**config.mk**
```make
export PLATFORM = sky130hd
export DESIGN_NAME = sad_accum_intra
export DESIGN_NICKNAME = d
export VERILOG_FILES = /design/src/rtl/sad_accum_intra.sv
export SDC_FILE = /design/constraint.sdc
export NUM_CORES = 1
export LEC_CHECK = 0
export CAP_MARGIN = 20
export CORE_UTILIZATION = 45
export DETAILED_ROUTE_END_ITERATION = 10
export PLACE_DENSITY = 0.7
export SLEW_MARGIN = 15
export SYNTH_ARGS = -nofsm -noshare
export SYNTH_HDL_FRONTEND = slang
export SYNTH_SLANG_ARGS = --single-unit
```
**constraint.sdc**
```tcl
create_clock -name clk_i -period 5.7 [get_ports clk_i]
set_clock_uncertainty 0.15 [all_clocks]
set_input_delay 1.14 -clock clk_i [delete_from_list [all_inputs] [get_ports clk_i]]
set_output_delay 1.14 -clock clk_i [all_outputs]
set_load 0.005 [all_outputs]
```
**src/rtl/sad_accum_intra.sv**
```systemverilog
// sad_accum_intra: per-mode SAD accumulation over one block, then a sequential minimum scan
module sad_accum_intra #(
    parameter int NUM_MODES = 3,
    parameter int BLK_W = 8,
    parameter int BLK_H = 8,
    parameter int LANES = 8,
    parameter int SAMP_W = 9,
    localparam int BEATS = BLK_W * BLK_H / LANES,
    localparam int SAD_W = SAMP_W + $clog2(BLK_W * BLK_H),
    localparam int IDX_W = (NUM_MODES > 2) ? $clog2(NUM_MODES) : 1
) (
    input  logic                                clk_i,
    input  logic                                reset_i,
    input  logic                                start_i,
    input  logic                                in_valid_i,
    output logic                                in_ready_o,
    input  logic [NUM_MODES*LANES*SAMP_W-1:0]   in_res_i,
    output logic                                out_valid_o,
    input  logic                                out_ready_i,
    output logic [NUM_MODES*SAD_W-1:0]          sads_o,
    output logic [IDX_W-1:0]                    best_mode_o,
    output logic [SAD_W-1:0]                    best_sad_o,
    output logic                                busy_o
);
    localparam int CNT_W = (BEATS > 1) ? $clog2(BEATS) : 1;

    typedef enum logic [1:0] {IDLE, ACCUM, COMPARE, OUT} state_t;

    state_t           state_q, state_d;
    logic [CNT_W-1:0] beat_q, beat_d;
    logic [IDX_W-1:0] k_q, k_d;
    logic [SAD_W-1:0] acc_q [NUM_MODES];
    logic [SAD_W-1:0] acc_d [NUM_MODES];
    logic [SAD_W-1:0] sads_q [NUM_MODES];
    logic [SAD_W-1:0] sads_d [NUM_MODES];
    logic [SAD_W-1:0] beat_sum [NUM_MODES];
    logic [IDX_W-1:0] best_mode_q, best_mode_d;
    logic [SAD_W-1:0] best_sad_q, best_sad_d;
    logic             last_beat, last_mode, take;

    // Magnitude taken one bit wider so the most negative sample has an exact positive value
    function automatic logic [SAD_W-1:0] mag(input logic [SAMP_W-1:0] s);
        logic [SAMP_W:0] e;
        logic [SAMP_W:0] a;
        e = {s[SAMP_W-1], s};
        a = e[SAMP_W] ? -e : e;
        return SAD_W'(a);
    endfunction

    // Sum of lane magnitudes per mode for the beat currently presented
    always_comb begin
        for (int m = 0; m < NUM_MODES; m++) begin
            beat_sum[m] = '0;
            for (int l = 0; l < LANES; l++)
                beat_sum[m] = beat_sum[m] + mag(in_res_i[(m*LANES+l)*SAMP_W +: SAMP_W]);
        end
    end

    assign last_beat = beat_q == CNT_W'(BEATS - 1);
    assign last_mode = k_q == IDX_W'(NUM_MODES - 1);
    assign take      = (k_q == '0) || (sads_q[k_q] < best_sad_q);

    // Next-state logic: block accumulation, one-mode-per-cycle minimum scan, result handshake
    always_comb begin
        state_d     = state_q;
        beat_d      = beat_q;
        k_d         = k_q;
        acc_d       = acc_q;
        sads_d      = sads_q;
        best_mode_d = best_mode_q;
        best_sad_d  = best_sad_q;
        case (state_q)
            IDLE: begin
                if (start_i) begin
                    for (int m = 0; m < NUM_MODES; m++)
                        acc_d[m] = '0;
                    beat_d  = '0;
                    state_d = ACCUM;
                end
            end
            ACCUM: begin
                if (in_valid_i) begin
                    for (int m = 0; m < NUM_MODES; m++)
                        acc_d[m] = acc_q[m] + beat_sum[m];
                    beat_d = last_beat ? '0 : beat_q + CNT_W'(1);
                    if (last_beat) begin
                        sads_d  = acc_d;
                        k_d     = '0;
                        state_d = COMPARE;
                    end
                end
            end
            COMPARE: begin
                best_mode_d = take ? k_q : best_mode_q;
                best_sad_d  = take ? sads_q[k_q] : best_sad_q;
                k_d         = last_mode ? '0 : k_q + IDX_W'(1);
                state_d     = last_mode ? OUT : COMPARE;
            end
            OUT: begin
                state_d = out_ready_i ? IDLE : OUT;
            end
            default: state_d = IDLE;
        endcase
    end

    // State and datapath registers; reset discards any partial block
    always_ff @(posedge clk_i or posedge reset_i) begin
        if (reset_i) begin
            state_q     <= IDLE;
            beat_q      <= '0;
            k_q         <= '0;
            best_mode_q <= '0;
            best_sad_q  <= '0;
            for (int m = 0; m < NUM_MODES; m++) begin
                acc_q[m]  <= '0;
                sads_q[m] <= '0;
            end
        end else begin
            state_q     <= state_d;
            beat_q      <= beat_d;
            k_q         <= k_d;
            best_mode_q <= best_mode_d;
            best_sad_q  <= best_sad_d;
            acc_q       <= acc_d;
            sads_q      <= sads_d;
        end
    end

    assign in_ready_o  = state_q == ACCUM;
    assign out_valid_o = state_q == OUT;
    assign busy_o      = state_q != IDLE;
    assign best_mode_o = best_mode_q;
    assign best_sad_o  = best_sad_q;

    for (genvar g = 0; g < NUM_MODES; g++) begin : g_sads
        assign sads_o[g*SAD_W +: SAD_W] = sads_q[g];
    end
endmodule

```
Word level (Yosys, flattened, before mapping)
Index checks and enable logic that the tools add are counted.

Logic and storage cells: 127. Output and inout port bits: 65. Register bits after elaboration: 114. Bits of input ports: 221.

Multiplexer cells: 44. Bitwise logic cells: 1. Add/sub/neg operators: 50. Order comparisons: 2. Equal/unequal tests: 8. Reductions and logical operators: 11.

Operators with widths (number): $mux 10 (24); $neg 10->10 (24); $add 15x10->15 (6); $mux 45 (2); $pmux 45 s2 (1); $add 14x10->15 (3); $add 15x15->15 (3); $add 13x10->14 (3); $add 12x10->13 (3); $add 11x10->12 (3); $add 10x10->11 (3); $bmux 15 s2 (1); $mux 15 (2); $lt 15x15->1 (1); $mux 2 (7); $reduce_and 3->1 (4); $mux 3 (3); $pmux 2 s4 (1); $eq 2x2->1 const B (3); $pmux 3 s2 (1); $reduce_bool 2->1 (3); $logic_not 2->1 (2); $ne 2x2->1 const B (2); $pmux 2 s2 (1); 10 further kinds (10).

Longest topological paths before layout
Depth after elaboration: 12. Mapped depth: 21. Gate-level depth less buffers: 21.

Worst setup path after synthesis
OpenSTA, ideal clock, no wires.

Path type: input-to-reg. From: input port in_res_i[3]. To: register acc_q[44] (netlist name). Setup time: 0.082 ns. Stages on the path: 15. Data arrival time: 5.864 ns. Path buffers: 0. Slack: -0.396 ns. Required time: 5.468 ns. Path through: or4_1 > or4b_2 > fa_1 > inv_1 > fa_1 > fa_1 > inv_1 > fa_1 > inv_1 > ha_1 > or3_1 > o2111ai_1 > a32oi_1 > or2_0 > a31oi_1.

Cells in the longest elaborated chain, start to end: 12.

Ends and longest elaborated chain: start: declaration (RTL line 17) `input logic [NUM_MODES*LANES*SAMP_W-1:0] in_res_i,`; $neg 10->10 (RTL line 46) `a = e[SAMP_W] ? -e : e;`; $mux 10 * (RTL line 46); $add 10x10->11 * (RTL line 55) `beat_sum[m] = beat_sum[m] + mag(in_res_i[(m*LANES+l)*SAMP_W +: SAMP_W]);`; $add 11x10->12 * (RTL line 55); $add 12x10->13 * (RTL line 55); $add 13x10->14 * (RTL line 55); $add 14x10->15 * (RTL line 55); $add 15x10->15 * (2 in a row) (RTL line 55); $add 15x15->15 * (RTL line 84) `acc_d[m] = acc_q[m] + beat_sum[m];`; $mux 45 * (RTL line 82) `if (in_valid_i) begin`; $pmux 45 s2 * (RTL line 72) `case (state_q)`; end signal: indexed assignment (RTL line 115) `acc_q[m] <= '0;`; end signal: assignment (RTL line 124) `acc_q <= acc_d;`; end: declaration (RTL line 32) `logic [SAD_W-1:0] acc_q [NUM_MODES];`.

Every way passes the cells marked *; elsewhere a longest branch is shown, timed or not. The select of a mux whose other input is x is not followed. A chain may end at the register's enable or synchronous reset.

Worst setup path in the final report
From: input port in_res_i[186]. To: register sads_q (netlist bit sads_o[43]).

Cells in the longest elaborated chain, start to end: 7.

Ends and longest elaborated chain: $neg 10->10 (RTL line 46); $mux 10 * (RTL line 46); $add 13x10->14 * (RTL line 55); $add 14x10->15 * (RTL line 55); $add 15x10->15 * (2 in a row) (RTL line 55); $add 15x15->15 * (RTL line 84); end signal: assignment (RTL line 125) `sads_q <= sads_d;`; end: declaration (RTL line 34) `logic [SAD_W-1:0] sads_q [NUM_MODES];`.

Every way passes the cells marked *; elsewhere a longest branch is shown, timed or not.

==> results.json <==
{
  "min-delay-start": "acc_q[12]",
  "hold_viol": 0,
  "drt_first_iter_violations": 684,
  "synth.most_common_cell": "inv_1",
  "rsz0062_at_grt": "true",
  "ys_ff_latch": 114,
  "htree_num_levels": 4,
  "antenna_cells": 0,
  "timing.final.crit_share_pct": 99.0,
  "clock_latency_ns": 0.43,
  "initial_core_util_pct": 45.9,
  "reg2reg_from": "acc_q[32]",
  "gr-total-overflow": 0,
  "path_common_cell": "fa_1",
  "yosys.area.top_type": "fa_1",
  "path_clk_slew_ns": 0.06,
  "vias": 14300,
  "die_x_microns": 187,
  "path_class": "in2reg",
  "finalMaxSlewViolations": 0,
  "first_pass_iters": 6,
  "synth_edf_count": 0,
  "track_usage_pct": 28.4,
  "routed.top_layer": "met4",
  "synth_area_sq_mm": 0.0155,
  "cp.arrival_ns": 5.76,
  "cts_hold_buffers": 0,
  "drtAntennaViolNets": 0,
  "ys.flop_type": "dfrtp_1",
  "status": "complete, no violations",
  "utilization_pct": 72.9,
  "nets": 2830,
  "slew_headroom_pct": 29.7,
  "ys_seq_area_share_pct": 18.5,
  "place.gp.congestion": 0.989,
  "wl_met1_microns": 21100,
  "grt_max_degree": 82,
  "crit_buf_inv": 4,
  "path_max_fanout": 5,
  "synth.avg_cell_area_sq_um": 9.11,
  "drive_above_1_share_pct": 37.7,
  "areaGrowthSynthToFinish_pct": 58.9,
  "fp.dieH_microns": 187,
  "drt-wirelength-per-cell_microns": 18.5,
  "synthTopCellsByArea": "fa_1 27%, dfrtp_1 18%, inv_1 8.2%, ha_1 7.9%, xnor2_1 5.1%",
  "fillers": 2369,
  "synth_commonest_cells": "337 x inv_1, 207 x fa_1, 163 x nand2_1",
  "grt_pass1_vias": 15200,
  "port_buffers": 285,
  "rows": 67,
  "required_ns": 5.82,
  "synth_cells": 1697,
  "drc": 0,
  "wl_met3_microns": 2330,
  "tightest_slew_ns": 1.05,
  "cts_tree": "yes",
  "synthArstFlopShare_pct": 100,
  "viasPerCell": 5.16,
  "clockBufferDepth": 2,
  "clockRootBuffer": "clkbuf_16",
  "cts_inserted_buffers": 17,
  "worst_setup_path_end_kind": "register",
  "max_freq_mhz": 177,
  "setup_tns_ns": 0,
  "antenna_found_initial": 0,
  "hold_slack_ns": 0.354,
  "min_period_ns": 5.64,
  "cp_slowest_cell": "or4_4",
  "crit_path_start_kind": "primary input",
  "hold_path.class": "reg2reg",
  "path_cells": "dlygate4sd2_1 > or4_4 > o21ai_2 > xor2_1 > fa_1 > inv_1 > fa_1 > fa_1 > inv_2 > fa_1 > inv_1 > ha_4 > o41a_1 > a31oi_1 > xor2_1 > o21ai_1",
  "crit_start": "in_res_i[186]",
  "clock_sinks": 114,
  "setup_viol": 0,
  "cp_top_family": "adder cells",
  "timing.critical_path.slowest_cell_delay_ns": 0.58,
  "routed_wirelength_microns": 51200,
  "ys_warn_count": 0,
  "wl_met2_microns": 26000,
  "yosys.area.top_type_share_pct": 26.8,
  "grt_pass1_wl_microns": 78200,
  "ys_types": 62,
  "maxCapViolCount": 0,
  "core_sq_mm": 0.0337,
  "dp_hpwl_microns": 39900,
  "dieArea_sq_mm": 0.0351,
  "pin_count": 286
}
through the flow:
| step | cell area (sq um) | instances | worst slack [ns] |
|---|---|---|---|
| finish | 24600 | 2766 | 0.0593 |
| global route | 24600 | 2766 | -0.123 |
| CTS | 22900 | 2745 | -0.00578 |
| detailed placement | 21000 | 2692 | -1.01 |
| global placement | 21000 | 2692 | -0.814 |
| floorplan | 15700 | 1720 | 0.00469 |
kinds of logic (layout without fill, tap and decap cells):
logic type / count (synthesis) / after routing / synth area share, %
buffers and inverters: 385 / 983 / 9.54
AND/OR/NAND/NOR: 372 / 372 / 11.8
adder cells (fa/ha/maj): 304 / 304 / 34.7
AO/OA/AOI/OAI: 301 / 301 / 12.2
XOR/XNOR: 172 / 172 / 9.75
flip-flops: 114 / 114 / 18.5
multiplexers: 48 / 48 / 3.58
other: 1 / 24 / 0.0243
metal layers:
layer	GRT usage, %	up-vias
li1	-	6639
met1	36.5	7121
met2	49.2	413
met3	4.24	94
met4	8.45	0
met5	0	-
worst min-delay path: stages, from the launching register on:
cell	delay (ns)
dfrtp_1	0.35
nand2_1	0.05
o21ai_0	0.07
worst paths after layout:
path / end / slack, ns / depth (start not counted)
worst max-delay path: sads_o[43] / 0.06 / 16
worst min-delay path: acc_q[12] / 0.35 / 2
worst max register to register: acc_q[44] / 1.11 / 15
worst min register to register: acc_q[12] / 0.35 / 2
max in group asynchronous: acc_q[33] / 3.43 / 3
min in group asynchronous: acc_q[26] / 0.99 / 2
flip-flops by register name (all words and copies together) (netlist names):
register	flops
beat_q	3
k_q	2
state_q	2
best_mode_o	2
acc_q	45
best_sad_o	15
sads_o	45
final cells by class:
type | instances | area [sq um] | share of cell area, %
clock inverter | 15 | 183 | 0.744
timing repair buffer | 614 | 5300 | 21.6
tap | 448 | 561 | 2.28
clock buffer | 17 | 425 | 1.73
multi-input combinational | 1221 | 14000 | 56.9
sequential | 114 | 2850 | 11.6
inverter | 337 | 1270 | 5.16
cell usage in the layout, fill, tap and decap left out, types with 23 or more instances in the layout:
cell type,netlist,layout
buf_4,0,311
inv_1,337,278
fa_1,207,193
nand2_1,163,135
clkdlybuf4s50_1,0,121
dfrtp_1,114,114
o21ai_0,138,76
dlymetal6s2s_1,0,69
inv_2,0,58
ha_1,97,56
xnor2_1,90,50
xor2_1,82,46
clkbuf_2,0,46
o21ai_1,0,35
xnor2_2,0,35
xor2_2,0,34
nor2_1,45,33
ha_4,0,33
or3_4,0,26
dlygate4sd2_1,0,26
conb_1,1,24
nand2b_4,1,23
buf_6,1,23
timing repair:
item,4_1_cts,5_1_grt
endpoints found under the setup margin,46,46
setup buffers,23,23
resized for setup,383,495
pin swaps,202,281
Power is not shown: default switching activity piles up to over one toggle a cycle in this logic, so the estimate is an artifact.
==> variant, RTL diff (same settings) <==
Set the parameter `SAMP_W` to 8 (it was 9).
--- a/src/rtl/sad_accum_intra.sv
+++ b/src/rtl/sad_accum_intra.sv
@@ -4,7 +4,7 @@
     parameter int BLK_W = 8,
     parameter int BLK_H = 8,
     parameter int LANES = 8,
-    parameter int SAMP_W = 9,
+    parameter int SAMP_W = 8,
     localparam int BEATS = BLK_W * BLK_H / LANES,
     localparam int SAD_W = SAMP_W + $clog2(BLK_W * BLK_H),
     localparam int IDX_W = (NUM_MODES > 2) ? $clog2(NUM_MODES) : 1
Interface: changed (resized best_sad_o, in_res_i and sads_o); port bits go from 286 to 258. The function was not compared with the original's and may differ.
==> variant against the original RTL <==
- area after synthesis decreased by 9.9%
- non-clock buffer count decreased by 106
- sequential share of layout area grew 0.94 points
- worst setup slack gained 0.014 ns
- first-iteration DRC count fell by 30%
- wire length decreased by 18%
- critical endpoint is now sads_o[27]
- maximum frequency grew 0.26%
- count of clock-buffer cells in the layout down 8
- sequential cell count down 7
- design area is 13% lower
- synthesized cell count down 11%
- via count decreased by 13%
Power is not shown: default switching activity piles up to over one toggle a cycle in this logic, so the estimate is an artifact.
==> variant: results (changes against the original RTL) <==
status=finished clean; hpwl dp=33,900 um (-15%); first-pass GRT wire length=63,900 um (-18%); Initial DRC Count=477 (-30%); post-synthesis xor/xnor area fraction=9.12% (-0.63 points); CP Max Fanout=5 (unchanged); Post-Syn Instances=1,509 (-11%); nets=2,500 (-12%); vias in the first global route=12,800 (-16%); Compound-Gate Fraction of Synth Area=11.2% (-1.0 points); worst r2r src=acc_q[1]; cts bufs inserted=9 (-8); FILL cells=2,240 (-5.4%); GPL Wtd Cong=0.930 (-5.9%); vias per cell=5.12 (-0.76%); clk slew on worst S/H paths=0.08 ns (+0.02 ns); Worst-Skew Late Latency=0.35 ns (-0.08 ns); Rel. slew slack=31.0% (+1.4 points); gr usage total=26.0% (-2.4 points); RR Endpoint=sads_o[34]; drt pass-1 iters=5 (-1); Fin Hold WS=0.345 ns (-0.00980 ns); Distinct cells, synth=59 (-4.8%); worst path arrival time=5.69 ns (-0.07 ns); routed wire length=42,100 um (-18%); register area share after synthesis=19.2% (+0.76 points); buffers added on ports=257 (-9.8%); CTS HTree Levels=3 (-1); FF-to-FF setup slack=1.34 ns (+0.23 ns); share of cells above drive strength 1=31.7% (-5.9 points); post-synthesis adder-cell area fraction=35.1% (+0.42 points); mux cell area share after synthesis=4.12% (+0.54 points); Hold Path Sink=acc_q[23]; hold path start=acc_q[23]
## variant: changes by cell type in the layout (fill, tap and decap cells not counted), moves of 12 or more
cell,change
nand3_1,-13
o22ai_1,-13
fa_1,-18
clkbuf_2,-19
inv_1,-37
inv_2,-13
nand3b_1,+12
buf_4,-73
## variant: final cells by class
cell class,instances,area [um^2],area share (%)
repair buffers,508,4530,21.2
clock buffers,9,225,1.06
well taps,396,495,2.32
multi-input cells,1110,12200,57.4
clock inverters,7,82.6,0.387
flip-flops and latches,107,2680,12.5
inverters,288,1090,5.09
## variant: kinds of logic (layout without fill, tap and decap cells)
| group | after synthesis | in the layout |
|---|---|---|
| mux | 54 | 54 |
| simple gates | 357 | 357 |
| xor+xnor | 145 | 145 |
| fa+ha+maj | 279 | 279 |
| buf+inv | 314 | 812 |
| flops | 107 | 107 |
| other cells | 2 | 24 |
| compound gates | 251 | 251 |
## variant: worst max-delay path, cell delays in order
cell	delay, ns
clkdlybuf4s15_1	0.22
inv_2	0.12
ha_4	0.16
buf_4	0.10
nand2_1	0.09
o31ai_2	0.31
xnor2_1	0.14
fa_1	0.52
fa_1	0.60
fa_1	0.46
fa_1	0.52
ha_4	0.32
nand3_2	0.07
o211ai_1	0.30
nor2_2	0.10
o221ai_2	0.19
mux2i_1	0.21
o211ai_1	0.11
## variant: repair_timing
| item | 4_1_cts | 5_1_grt |
|---|---|---|
| setup endpoints to repair | 45 | 45 |
| pin swaps | 196 | 215 |
| hold buffers | 0 | 0 |
| gates resized for setup | 308 | 359 |
| buffers inserted | 7 | 14 |
## variant: routing by layer
layer	GRT usage (%)	share of wire [%]	up-vias
met5	0	0	-
li1	-	-	5851
met4	9.22	3.4	0
met3	1.91	3.9	68
met2	46.1	53	318
met1	33.3	40	6176
## variant: worst max-delay path by stage
stage	slack (ns)	end	depth (start not counted)	from
6_report	0.07	sads_o[27]	18	in_res_i[73]
5_1_grt	-0.14	sads_o[27]	18	in_res_i[73]
4_1_cts	-0.005	sads_o[13]	17	in_res_i[20]
3_5_place_dp	-0.78	sads_o[13]	20	in_res_i[48]
3_3_place_gp	-0.71	sads_o[27]	19	in_res_i[81]
2_1_floorplan	-0.02	sads_o[41]	18	in_res_i[129]
## variant: through the flow
step	area (um^2)	utilization [%]	setup TNS, ns	setup WS (ns)
floorplan	14000	-	-0.0330	-0.0165
global placement	18700	61.3	-28.52	-0.715
detailed placement	18700	61.3	-31.42	-0.780
CTS	20200	66.1	-0.00482	-0.00482
global route	21300	69.9	-0.823	-0.139
finish	21300	69.9	0	0.0738
